File: config.mk
export PLATFORM = sky130hd
export DESIGN_NAME = alu_cmd_sequencer
export DESIGN_NICKNAME = d
export VERILOG_FILES = /design/src/rtl/alu_seq_pkg.sv /design/src/rtl/alu_cmd_fifo.sv /design/src/rtl/alu_cmd_sequencer.sv
export SDC_FILE = /design/constraint.sdc
export NUM_CORES = 1
export LEC_CHECK = 0
export ABC_CLOCK_PERIOD_IN_PS = 2500
export BUFFER_PORTS_ARGS = -buffer_cell sky130_fd_sc_hd__buf_2
export CAP_MARGIN = 10
export CORE_MARGIN = 3
export CORE_UTILIZATION = 26
export CTS_CLUSTER_SIZE = 28
export DETAILED_ROUTE_END_ITERATION = 6
export GPL_TIMING_DRIVEN = 0
export PLACE_DENSITY_LB_ADDON = 0.2
export SYNTH_ARGS = -nofsm -noshare
export SYNTH_HDL_FRONTEND = slang
export SYNTH_SLANG_ARGS = --single-unit
File: constraint.sdc
create_clock -name clk -period 2.5 [get_ports clk]
set_input_delay 0 -clock clk [delete_from_list [all_inputs] [get_ports clk]]
set_output_delay 0 -clock clk [all_outputs]
set_load 0.05 [all_outputs]
File: src/rtl/alu_seq_pkg.sv
//==============================================================================
// Module      : alu_seq_pkg
// Description : Shared types and widths for the ALU command sequencer.
// Revision    : 1.0 - initial release
//==============================================================================
`default_nettype none

package alu_seq_pkg;

    localparam int SEL_W = 4;
    localparam int SEQ_W = 8;

    typedef enum logic [1:0] {
        IDLE = 2'd0,
        WAIT = 2'd1,
        CAPT = 2'd2,
        RESP = 2'd3
    } seq_state_e;

    // Width-independent part of a FIFO entry; operands are added in the top.
    typedef struct packed {
        logic [SEL_W-1:0] sel;
        logic [SEQ_W-1:0] seq;
    } cmd_tag_t;

endpackage

`default_nettype wire

File: src/rtl/alu_cmd_fifo.sv
//==============================================================================
// Module      : alu_cmd_fifo
// Description : Power-of-two depth FIFO with combinational head read.
// Revision    : 1.0 - initial release
//==============================================================================
`default_nettype none

module alu_cmd_fifo #(
    parameter int WIDTH = 8,
    parameter int DEPTH = 4
) (
    input  logic             clk,
    input  logic             reset,
    input  logic             wr_en,
    input  logic [WIDTH-1:0] wr_data,
    input  logic             rd_en,
    output logic [WIDTH-1:0] rd_data,
    output logic             full,
    output logic             empty
);

    localparam int              c_ptr_w    = $clog2(DEPTH);
    localparam logic [c_ptr_w:0] c_full_cnt = (c_ptr_w + 1)'(DEPTH);

    logic [WIDTH-1:0]   r_mem [DEPTH];
    logic [c_ptr_w-1:0] r_wr_ptr;
    logic [c_ptr_w-1:0] r_rd_ptr;
    logic [c_ptr_w:0]   r_count;

    // Pointers wrap naturally because DEPTH is a power of two.
    always_ff @(posedge clk or posedge reset) begin
        if (reset) begin
            r_wr_ptr <= '0;
            r_rd_ptr <= '0;
            r_count  <= '0;
        end else begin
            if (wr_en) r_wr_ptr <= r_wr_ptr + 1'b1;
            if (rd_en) r_rd_ptr <= r_rd_ptr + 1'b1;
            case ({wr_en, rd_en})
                2'b10:   r_count <= r_count + 1'b1;
                2'b01:   r_count <= r_count - 1'b1;
                default: r_count <= r_count;
            endcase
        end
    end

    always_ff @(posedge clk) begin
        if (wr_en) r_mem[r_wr_ptr] <= wr_data;
    end

    assign rd_data = r_mem[r_rd_ptr];
    assign full    = (r_count == c_full_cnt);
    assign empty   = (r_count == '0);

endmodule

`default_nettype wire

File: src/rtl/alu_cmd_sequencer.sv
//==============================================================================
// Module      : alu_cmd_sequencer
// Description : Buffers ALU commands and issues them one at a time to a
//               registered ALU, returning tagged results.
// Revision    : 1.0 - initial release
//==============================================================================
`default_nettype none

module alu_cmd_sequencer
    import alu_seq_pkg::*;
#(
    parameter int N     = 4,
    parameter int DEPTH = 4
) (
    input  logic             clk,
    input  logic             reset,
    input  logic             cmd_valid,
    output logic             cmd_ready,
    input  logic [N-1:0]     cmd_op1,
    input  logic [N-1:0]     cmd_op2,
    input  logic [SEL_W-1:0] cmd_sel,
    output logic [N-1:0]     alu_operand1,
    output logic [N-1:0]     alu_operand2,
    output logic [SEL_W-1:0] alu_select,
    input  logic [2*N-1:0]   alu_result,
    output logic             rsp_valid,
    input  logic             rsp_ready,
    output logic [2*N-1:0]   rsp_result,
    output logic [SEQ_W-1:0] rsp_seq,
    output logic             busy
);

    typedef struct packed {
        logic [N-1:0] op1;
        logic [N-1:0] op2;
        cmd_tag_t     tag;
    } fifo_entry_t;

    localparam int c_entry_w = $bits(fifo_entry_t);

    seq_state_e           r_state;
    seq_state_e           w_next_state;
    logic [SEQ_W-1:0]     r_accept_cnt;
    logic [SEQ_W-1:0]     r_held_seq;
    logic [c_entry_w-1:0] w_wr_data;
    logic [c_entry_w-1:0] w_rd_data;
    fifo_entry_t          w_head;
    logic                 w_push;
    logic                 w_pop;
    logic                 w_capture;
    logic                 w_rsp_done;
    logic                 w_full;
    logic                 w_empty;

    assign cmd_ready = !w_full;
    assign w_push    = cmd_valid && cmd_ready;
    assign w_wr_data = {cmd_op1, cmd_op2, cmd_sel, r_accept_cnt};
    assign w_head    = w_rd_data;
    assign busy      = (r_state != IDLE) || !w_empty;

    alu_cmd_fifo #(
        .WIDTH (c_entry_w),
        .DEPTH (DEPTH)
    ) u_fifo (
        .clk     (clk),
        .reset   (reset),
        .wr_en   (w_push),
        .wr_data (w_wr_data),
        .rd_en   (w_pop),
        .rd_data (w_rd_data),
        .full    (w_full),
        .empty   (w_empty)
    );

    always_ff @(posedge clk or posedge reset) begin
        if (reset) r_state <= IDLE;
        else       r_state <= w_next_state;
    end

    always_comb begin
        w_next_state = r_state;
        unique case (r_state)
            IDLE:    if (!w_empty) w_next_state = WAIT;
            WAIT:    w_next_state = CAPT;
            CAPT:    w_next_state = RESP;
            RESP:    if (rsp_ready) w_next_state = w_empty ? IDLE : WAIT;
            default: w_next_state = IDLE;
        endcase
    end

    always_comb begin
        w_pop      = 1'b0;
        w_capture  = 1'b0;
        w_rsp_done = 1'b0;
        case (r_state)
            IDLE: w_pop = !w_empty;
            CAPT: w_capture = 1'b1;
            RESP: begin
                w_rsp_done = rsp_ready;
                w_pop      = rsp_ready && !w_empty;
            end
            default: ;
        endcase
    end

    // ALU operands only change on a pop, so they stay stable through WAIT/CAPT.
    always_ff @(posedge clk or posedge reset) begin
        if (reset) begin
            r_accept_cnt <= '0;
            r_held_seq   <= '0;
            alu_operand1 <= '0;
            alu_operand2 <= '0;
            alu_select   <= '0;
            rsp_valid    <= 1'b0;
            rsp_result   <= '0;
            rsp_seq      <= '0;
        end else begin
            if (w_push) r_accept_cnt <= r_accept_cnt + 1'b1;
            if (w_pop) begin
                alu_operand1 <= w_head.op1;
                alu_operand2 <= w_head.op2;
                alu_select   <= w_head.tag.sel;
                r_held_seq   <= w_head.tag.seq;
            end
            if (w_capture) begin
                rsp_result <= alu_result;
                rsp_seq    <= r_held_seq;
                rsp_valid  <= 1'b1;
            end else if (w_rsp_done) begin
                rsp_valid  <= 1'b0;
            end
        end
    end

endmodule

`default_nettype wire
==> flow_metrics.env, run 1 <==
export IMPL_status="completed"
export IMPL_place_ws_ns=-0.0189
export IMPL_cpPeakStageDelay_ns=0.42
export IMPL_cts_max_path_buffers=2
export IMPL_max_vdd_ir_drop_mv=0.399
export IMPL_cp_depth=7
export IMPL_synth_cell_types=38
export IMPL_place_gp_congestion=0.669
export IMPL_leakagePower_nw=2.65
export IMPL_power_frac_clock_pct=25.1
export IMPL_power_switching_w=0.00342
export IMPL_yosys_warnings=0
export IMPL_synth_common_cells="80 x edfxtp_1, 54 x dfrtp_1, 21 x mux2_2, 18 x mux2_4, 18 x mux4_2"
export IMPL_drc=0
export IMPL_num_io_pins=55
export IMPL_fmax_mhz=428
export IMPL_num_vias=2647
export IMPL_internal_power_w=0.00625
export IMPL_r2r_start="r_state[0]"
export IMPL_fin_hold_ws_ns=0.169
export IMPL_relSlewSlack_pct=47.3
export IMPL_end_kind="flop"
export IMPL_netlist_instances=266
export IMPL_seqPwrFrac_pct=37.1
export IMPL_layout_min_cycle_time_ns=2.34
export IMPL_setup_slack_ns=0.161
export IMPL_synth_top_area_cell="edfxtp_1"
export IMPL_synth_top_area_share_pct=45.4
export IMPL_avgSynthCellArea_um2=19.9
export IMPL_period_share_pct=93.6
export IMPL_p_sw_share_pct=35.4
export IMPL_min_path_type="input port to asynchronous set/reset pin"
export IMPL_portBuffers=53
export IMPL_drive_above_1_share_pct=42.7
export IMPL_rr_endpoint="u_fifo.r_count[1]"
export IMPL_clock_skew_final_ns=0.00811
export IMPL_wl_per_cell_um=15.6
export IMPL_grt_util_all_layers_pct=9.76
export IMPL_layout_cells_non_filler=644
export IMPL_critical_path_top_delay_family="adder cells"
export IMPL_syn_num_nets=301
export IMPL_wl_mm=10.0
export IMPL_dpl_hpwl_mm=6.18
export IMPL_drt_pass1_iterations=4
export IMPL_crit_fanout=10
export IMPL_ff2ff_path_depth=7
export IMPL_start_kind="flop"
export IMPL_start_util_pct=26.9
export IMPL_dieArea_mm2=0.0221
export IMPL_rrSetupSlack_ns=0.16
export IMPL_drv_slew=0
export IMPL_place_inst=587
export IMPL_synth_area_mm2=0.00530
export IMPL_fin_util_pct=34.7
export IMPL_area_delta_synth_final_pct=29.3
export IMPL_cts_htree_levels=4
export IMPL_die_w_um=149
export IMPL_vias_per_cell=4.11
export IMPL_die_height_um=149
export IMPL_startpoint="r_state[0]"
export IMPL_gr_total_overflow=0
export IMPL_yosysSeqAreaShare_pct=70.9
export IMPL_cpMaxStageDelayCell="fa_1"
export IMPL_comb_power_share_pct=37.9
export IMPL_crit_path_cell_trace="inv_1 > ha_1 > nor3_4 > buf_8 > ha_1 > fa_1 > mux2_2"
export IMPL_grt_pass1_vias=2874
export IMPL_grt_pass1_wl_mm=16.2
export IMPL_powerDensity_mw_per_mm2=1410
export IMPL_root_buffer="clkbuf_16"
export IMPL_grt_max_degree=36
export IMPL_setup_violations=0
export IMPL_synth_edf_count=80
export IMPL_dr_first_iter_drc_count=126
export IMPL_clkSinkCount=134
export IMPL_synthMostInstantiatedCell="edfxtp_1"
export IMPL_path_class="flop to flop"
export IMPL_crit_arrival_ns=2.64
export IMPL_clk_pin_slew_ns=0.06
export IMPL_crit_required_ns=2.80
export IMPL_nNetsFinal=401
export IMPL_core_mm2=0.0197
export IMPL_crit_buf_inv=2
export IMPL_drv_cap=0
export IMPL_ant_nets=0
export IMPL_cts_buffers=17
export IMPL_cts_tree="yes"
export IMPL_cp_endpoint="u_fifo.r_count[1]"
export IMPL_cp_common_cell="ha_1"
export IMPL_core_rowCount=51
export IMPL_worst_pin_slew_ns=0.791
export IMPL_antenna_found_initial=0
export IMPL_ys_flop_type="edfxtp_1"
export IMPL_synthTopCellsByArea="edfxtp_1 45%, dfrtp_1 26%, mux4_2 7.7%"
export IMPL_clkLatencyLatePin_ns=0.41
export IMPL_grt_setup_unrepaired="false"
export IMPL_ys_async_sr_fraction_pct=40.3
export IMPL_diodes=0
export IMPL_synth_seq_cells=134
export IMPL_hold_viol=0
## logic make-up after synthesis
logic type | after synthesis | share of synthesized area [%]
DFF | 134 | 70.9
buffers and inverters | 16 | 1.61
AOI/OAI and AO/OA | 5 | 0.756
adders and majority gates | 11 | 2.74
xor gates and xnor gates | 13 | 2.15
muxes | 59 | 18.2
and+or+nand+nor | 28 | 3.64
## placed cells by master, fill, tap and decap left out, drive strengths merged
cell / count
nand4: 1
clkinv: 4
dlygate4sd3: 23
fa: 1
clkinvlp: 5
mux4: 20
dfrtp: 54
xor2: 6
or2: 1
nor4: 1
nor3: 3
a31oi: 1
nor4bb: 1
mux2: 39
nand2b: 2
bufinv: 2
a41oi: 1
and2: 1
nor4b: 1
nor3b: 1
nand2: 4
xnor2: 7
nor2: 1
a21o: 1
a21oi: 1
clkbuf: 21
buf: 64
nand3: 4
inv: 10
ha: 10
o21ai: 1
or4b: 1
and3: 6
edfxtp: 80
## worst min path at each step
| stage | from | end | slack (ns) |
|---|---|---|---|
| after floorplan | cmd_sel[2] | u_fifo.r_mem[0][10] | 0.1 |
| after global placement | cmd_op1[0] | u_fifo.r_mem[2][16] | 0.21 |
| after detailed placement | reset | alu_select[1] | 0.07 |
| after CTS | reset | alu_operand2[0] | 0.18 |
| after global routing | reset | alu_select[2] | 0.22 |
| final | reset | alu_select[1] | 0.17 |
## layer usage
layer / wire, um / track usage, % / vias to the layer above / part of all wire (%)
met5: 0 / 0 / - / 0
met4: 187 / 4.43 / 0 / 1.9
met3: 349 / 2.71 / 15 / 3.5
met2: 4940 / 15.8 / 43 / 49
met1: 4550 / 12.2 / 1362 / 45
li1: - / - / 1227 / -
## worst reg2reg max path, stage by stage, from the launching register on
cell and delay (ns):
dfrtp_1 0.40, inv_1 0.10, ha_1 0.36, nor3_4 0.25
buf_8 0.22, ha_1 0.22, fa_1 0.42, mux2_2 0.27
## power groups by stage
stage / sequential [W] / combinational [W] / clock, W
floorplan: 0.00438 / 0.00197 / 0
global placement: 0.00361 / 0.00354 / 0
detailed placement: 0.00364 / 0.00363 / 0
CTS: 0.00361 / 0.00367 / 0.00250
global route: 0.00368 / 0.00395 / 0.00261
finish: 0.00359 / 0.00366 / 0.00243
## per-stage QoR
stage | setup TNS, ns | power (W) | cell area [um^2]
2_1_floorplan | 0 | 0.00634 | 5300
3_3_place_gp | 0 | 0.00715 | 5890
3_5_place_dp | -0.0189 | 0.00727 | 5970
4_1_cts | 0 | 0.00978 | 6780
5_1_grt | 0 | 0.0102 | 6840
6_report | 0 | 0.00968 | 6840
## sequential cells by signal, indices dropped and copies added (netlist names)
register and cells:
u_fifo.r_wr_ptr 2, alu_select 4, alu_operand2 4, r_held_seq 8, u_fifo.r_count 3, rsp_seq 8, rsp_valid 1, rsp_result 8
r_state 2, r_accept_cnt 8, u_fifo.r_rd_ptr 2, alu_operand1 4, u_fifo.r_mem 80
## timing repair
item                                   in CTS  in global routing
gates resized for setup                     1                  2
pin swaps                                   0                  1
endpoints found under the hold margin      79                  0
setup endpoints to repair                   1                  2
buffers inserted                            0                  0
hold buffers                               23                  0
## final cells by class
type,instances,area (um^2)
Buffer,9,66.3
Clock buffer,18,429
Clock inverter,14,151
Fill cell,1886,12900
Inverter,7,26.3
Multi-Input combinational cell,116,1460
Sequential cell,134,3750
Tap cell,265,332
Timing Repair Buffer,81,626
Power figures use the tool's default switching activity.
==> run 2: changes to the inputs <==
--- a/config.mk
+++ b/config.mk
@@ -5,9 +5,11 @@
 export SDC_FILE = /design/constraint.sdc
 export NUM_CORES = 1
 export LEC_CHECK = 0
-export ABC_CLOCK_PERIOD_IN_PS = 2500
+export ABC_CLOCK_PERIOD_IN_PS = 2800
 export BUFFER_PORTS_ARGS = -buffer_cell sky130_fd_sc_hd__buf_2
 export CAP_MARGIN = 10
+export CELL_PAD_IN_SITES_DETAIL_PLACEMENT = 0
+export CELL_PAD_IN_SITES_GLOBAL_PLACEMENT = 2
 export CORE_MARGIN = 3
 export CORE_UTILIZATION = 26
 export CTS_CLUSTER_SIZE = 28
==> constraint.sdc (replaced) <==
create_clock -name clk -period 2.8 [get_ports clk]
set_input_delay 0 -clock clk [delete_from_list [all_inputs] [get_ports clk]]
set_output_delay 0 -clock clk [all_outputs]
set_load 0.05 [all_outputs]
==> run 2 against run 1 <==
  * Core utilization rose by 0.089 points
  * Clock skew rose by 0.0014 ns
  * Design area rose by 0.26%
  * Global-route usage rose by 0.45 points
  * Sequential cell count did not move
  * Hold slack improved by 0.063 ns
  * Via count fell by 0.64%
  * First-iteration DRC count rose by 22%
  * Register-to-register slack improved by 0.06 ns
  * Largest cell class unchanged
==> flow_metrics.env, run 2 (synthesis results as in run 1) <==
export IMPL_start_util_pct=26.9
export IMPL_cts_buffers=17
export IMPL_clock_skew_final_ns=0.00953
export IMPL_crit_required_ns=3.10
export IMPL_final_cell_mix="80 x edfxtp_1, 55 x buf_2, 54 x dfrtp_1, 23 x dlygate4sd3_1, 21 x mux2_2"
export IMPL_nNetsFinal=401
export IMPL_num_vias=2630
export IMPL_crit_fanout=10
export IMPL_ant_nets=0
export IMPL_setup_violations=0
export IMPL_drt_pass1_iterations=4
export IMPL_grt_setup_unrepaired="false"
export IMPL_area_delta_synth_final_pct=29.6
export IMPL_wl_mm=10.3
export IMPL_fin_area_mm2=0.00686
export IMPL_drv_cap=0
export IMPL_core_rowCount=51
export IMPL_relSlewSlack_pct=53.0
export IMPL_worst_pin_slew_ns=0.706
export IMPL_final_common_cell="edfxtp_1"
export IMPL_start_kind="flop"
export IMPL_cts_max_path_buffers=2
export IMPL_crit_arrival_ns=2.88
export IMPL_cts_hold_buf=23
export IMPL_end_kind="flop"
export IMPL_antenna_found_initial=0
export IMPL_placed_area_mm2=0.00602
export IMPL_cts_tree="yes"
export IMPL_cts_resized_gates=0
export IMPL_layout_min_cycle_time_ns=2.58
export IMPL_dr_first_iter_drc_count=154
export IMPL_rr_endpoint="u_fifo.r_count[1]"
export IMPL_setup_tns_ns=0
export IMPL_diodes=0
export IMPL_gr_total_overflow=0
export IMPL_drive_above_1_share_pct=42.5
export IMPL_num_io_pins=55
export IMPL_multi_input_comb_area_mm2=0.00146
export IMPL_hold_viol=0
export IMPL_total_power_w=0.00872
export IMPL_clkSinkCount=134
export IMPL_cts_setup_buffers=0
export IMPL_portBuffers=53
export IMPL_dpl_hpwl_mm=6.63
export IMPL_status="completed"
export IMPL_min_path_type="input port to asynchronous set/reset pin"
export IMPL_leakagePower_nw=2.67
export IMPL_r2r_start="r_state[0]"
export IMPL_core_mm2=0.0197
export IMPL_place_gp_congestion=0.637
export IMPL_cts_htree_levels=4
export IMPL_root_buffer="clkbuf_16"
export IMPL_dieArea_mm2=0.0221
export IMPL_fin_util_pct=34.8
export IMPL_die_w_um=149
export IMPL_top_register="u_fifo.r_mem"
export IMPL_period_share_pct=92.2
export IMPL_rrSetupSlack_ns=0.22
export IMPL_seq_area_mm2=0.00375
export IMPL_drc=0
export IMPL_die_height_um=149
export IMPL_grt_pass1_vias=2864
export IMPL_grt_util_all_layers_pct=10.2
export IMPL_grt_pass1_wl_mm=16.5
export IMPL_powerDensity_mw_per_mm2=1270
export IMPL_clk_pin_slew_ns=0.06
export IMPL_max_vdd_ir_drop_mv=0.332
export IMPL_grt_max_degree=31
export IMPL_clkLatencyLatePin_ns=0.42
export IMPL_fmax_mhz=387
export IMPL_largest_reg_flops=80
export IMPL_ff2ff_path_depth=7
export IMPL_nFillCells=1868
export IMPL_wl_per_cell_um=15.9
export IMPL_path_class="flop to flop"
export IMPL_vias_per_cell=4.08
export IMPL_drv_slew=0
[run 2: critical path, stage by stage (launching register included)]
cell and delay [ns]:
dfrtp_1 0.41, inv_1 0.11, ha_1 0.37, nor3_4 0.33, buf_4 0.31, ha_1 0.24
fa_1 0.43, mux2_2 0.27
[run 2: layer usage]
layer	track usage [%]	wire (um)	vias to the layer above
met5	0	0	-
met4	4.85	175	0
met3	2.77	326	14
met2	15.9	4970	46
met1	13.3	4790	1344
li1	-	-	1226
[run 2: worst max path at each step]
stage | end | from | slack (ns) | cells past startpoint
after floorplan | u_fifo.r_count[1] | r_state[0] | 0.54 | 7
after global placement | u_fifo.r_count[1] | r_state[0] | 0.23 | 7
after detailed placement | u_fifo.r_count[1] | r_state[0] | 0.20 | 7
after CTS | u_fifo.r_count[1] | r_state[0] | 0.19 | 7
after global routing | u_fifo.r_count[1] | r_state[0] | 0.06 | 7
final | u_fifo.r_count[1] | r_state[0] | 0.22 | 7
[run 2: power breakdown]
| part | switching [W] | internal (W) | leakage (nW) |
|---|---|---|---|
| sequential | 0.000360 | 0.00284 | 1.38 |
| combinational | 0.00183 | 0.00141 | 0.997 |
| clock | 0.000831 | 0.00145 | 0.288 |
| total | 0.00303 | 0.00569 | 2.67 |
[run 2: final cells by class]
| cell class | instances | area share (%) |
|---|---|---|
| sequential | 134 | 54.7 |
| multi-input combinational | 116 | 21.2 |
| timing repair buffer | 81 | 9.12 |
| clock buffer | 20 | 6.66 |
| tap | 265 | 4.83 |
| clock inverter | 12 | 2.22 |
| buffer | 9 | 0.857 |
| inverter | 7 | 0.383 |
[run 2: stage by stage]
stage,worst slack (ns),hold slack [ns],instances
2_1_floorplan,0.537,0.0989,266
3_3_place_gp,0.227,0.217,584
3_5_place_dp,0.202,0.154,589
4_1_cts,0.188,0.251,644
5_1_grt,0.0645,0.288,644
6_report,0.218,0.231,644
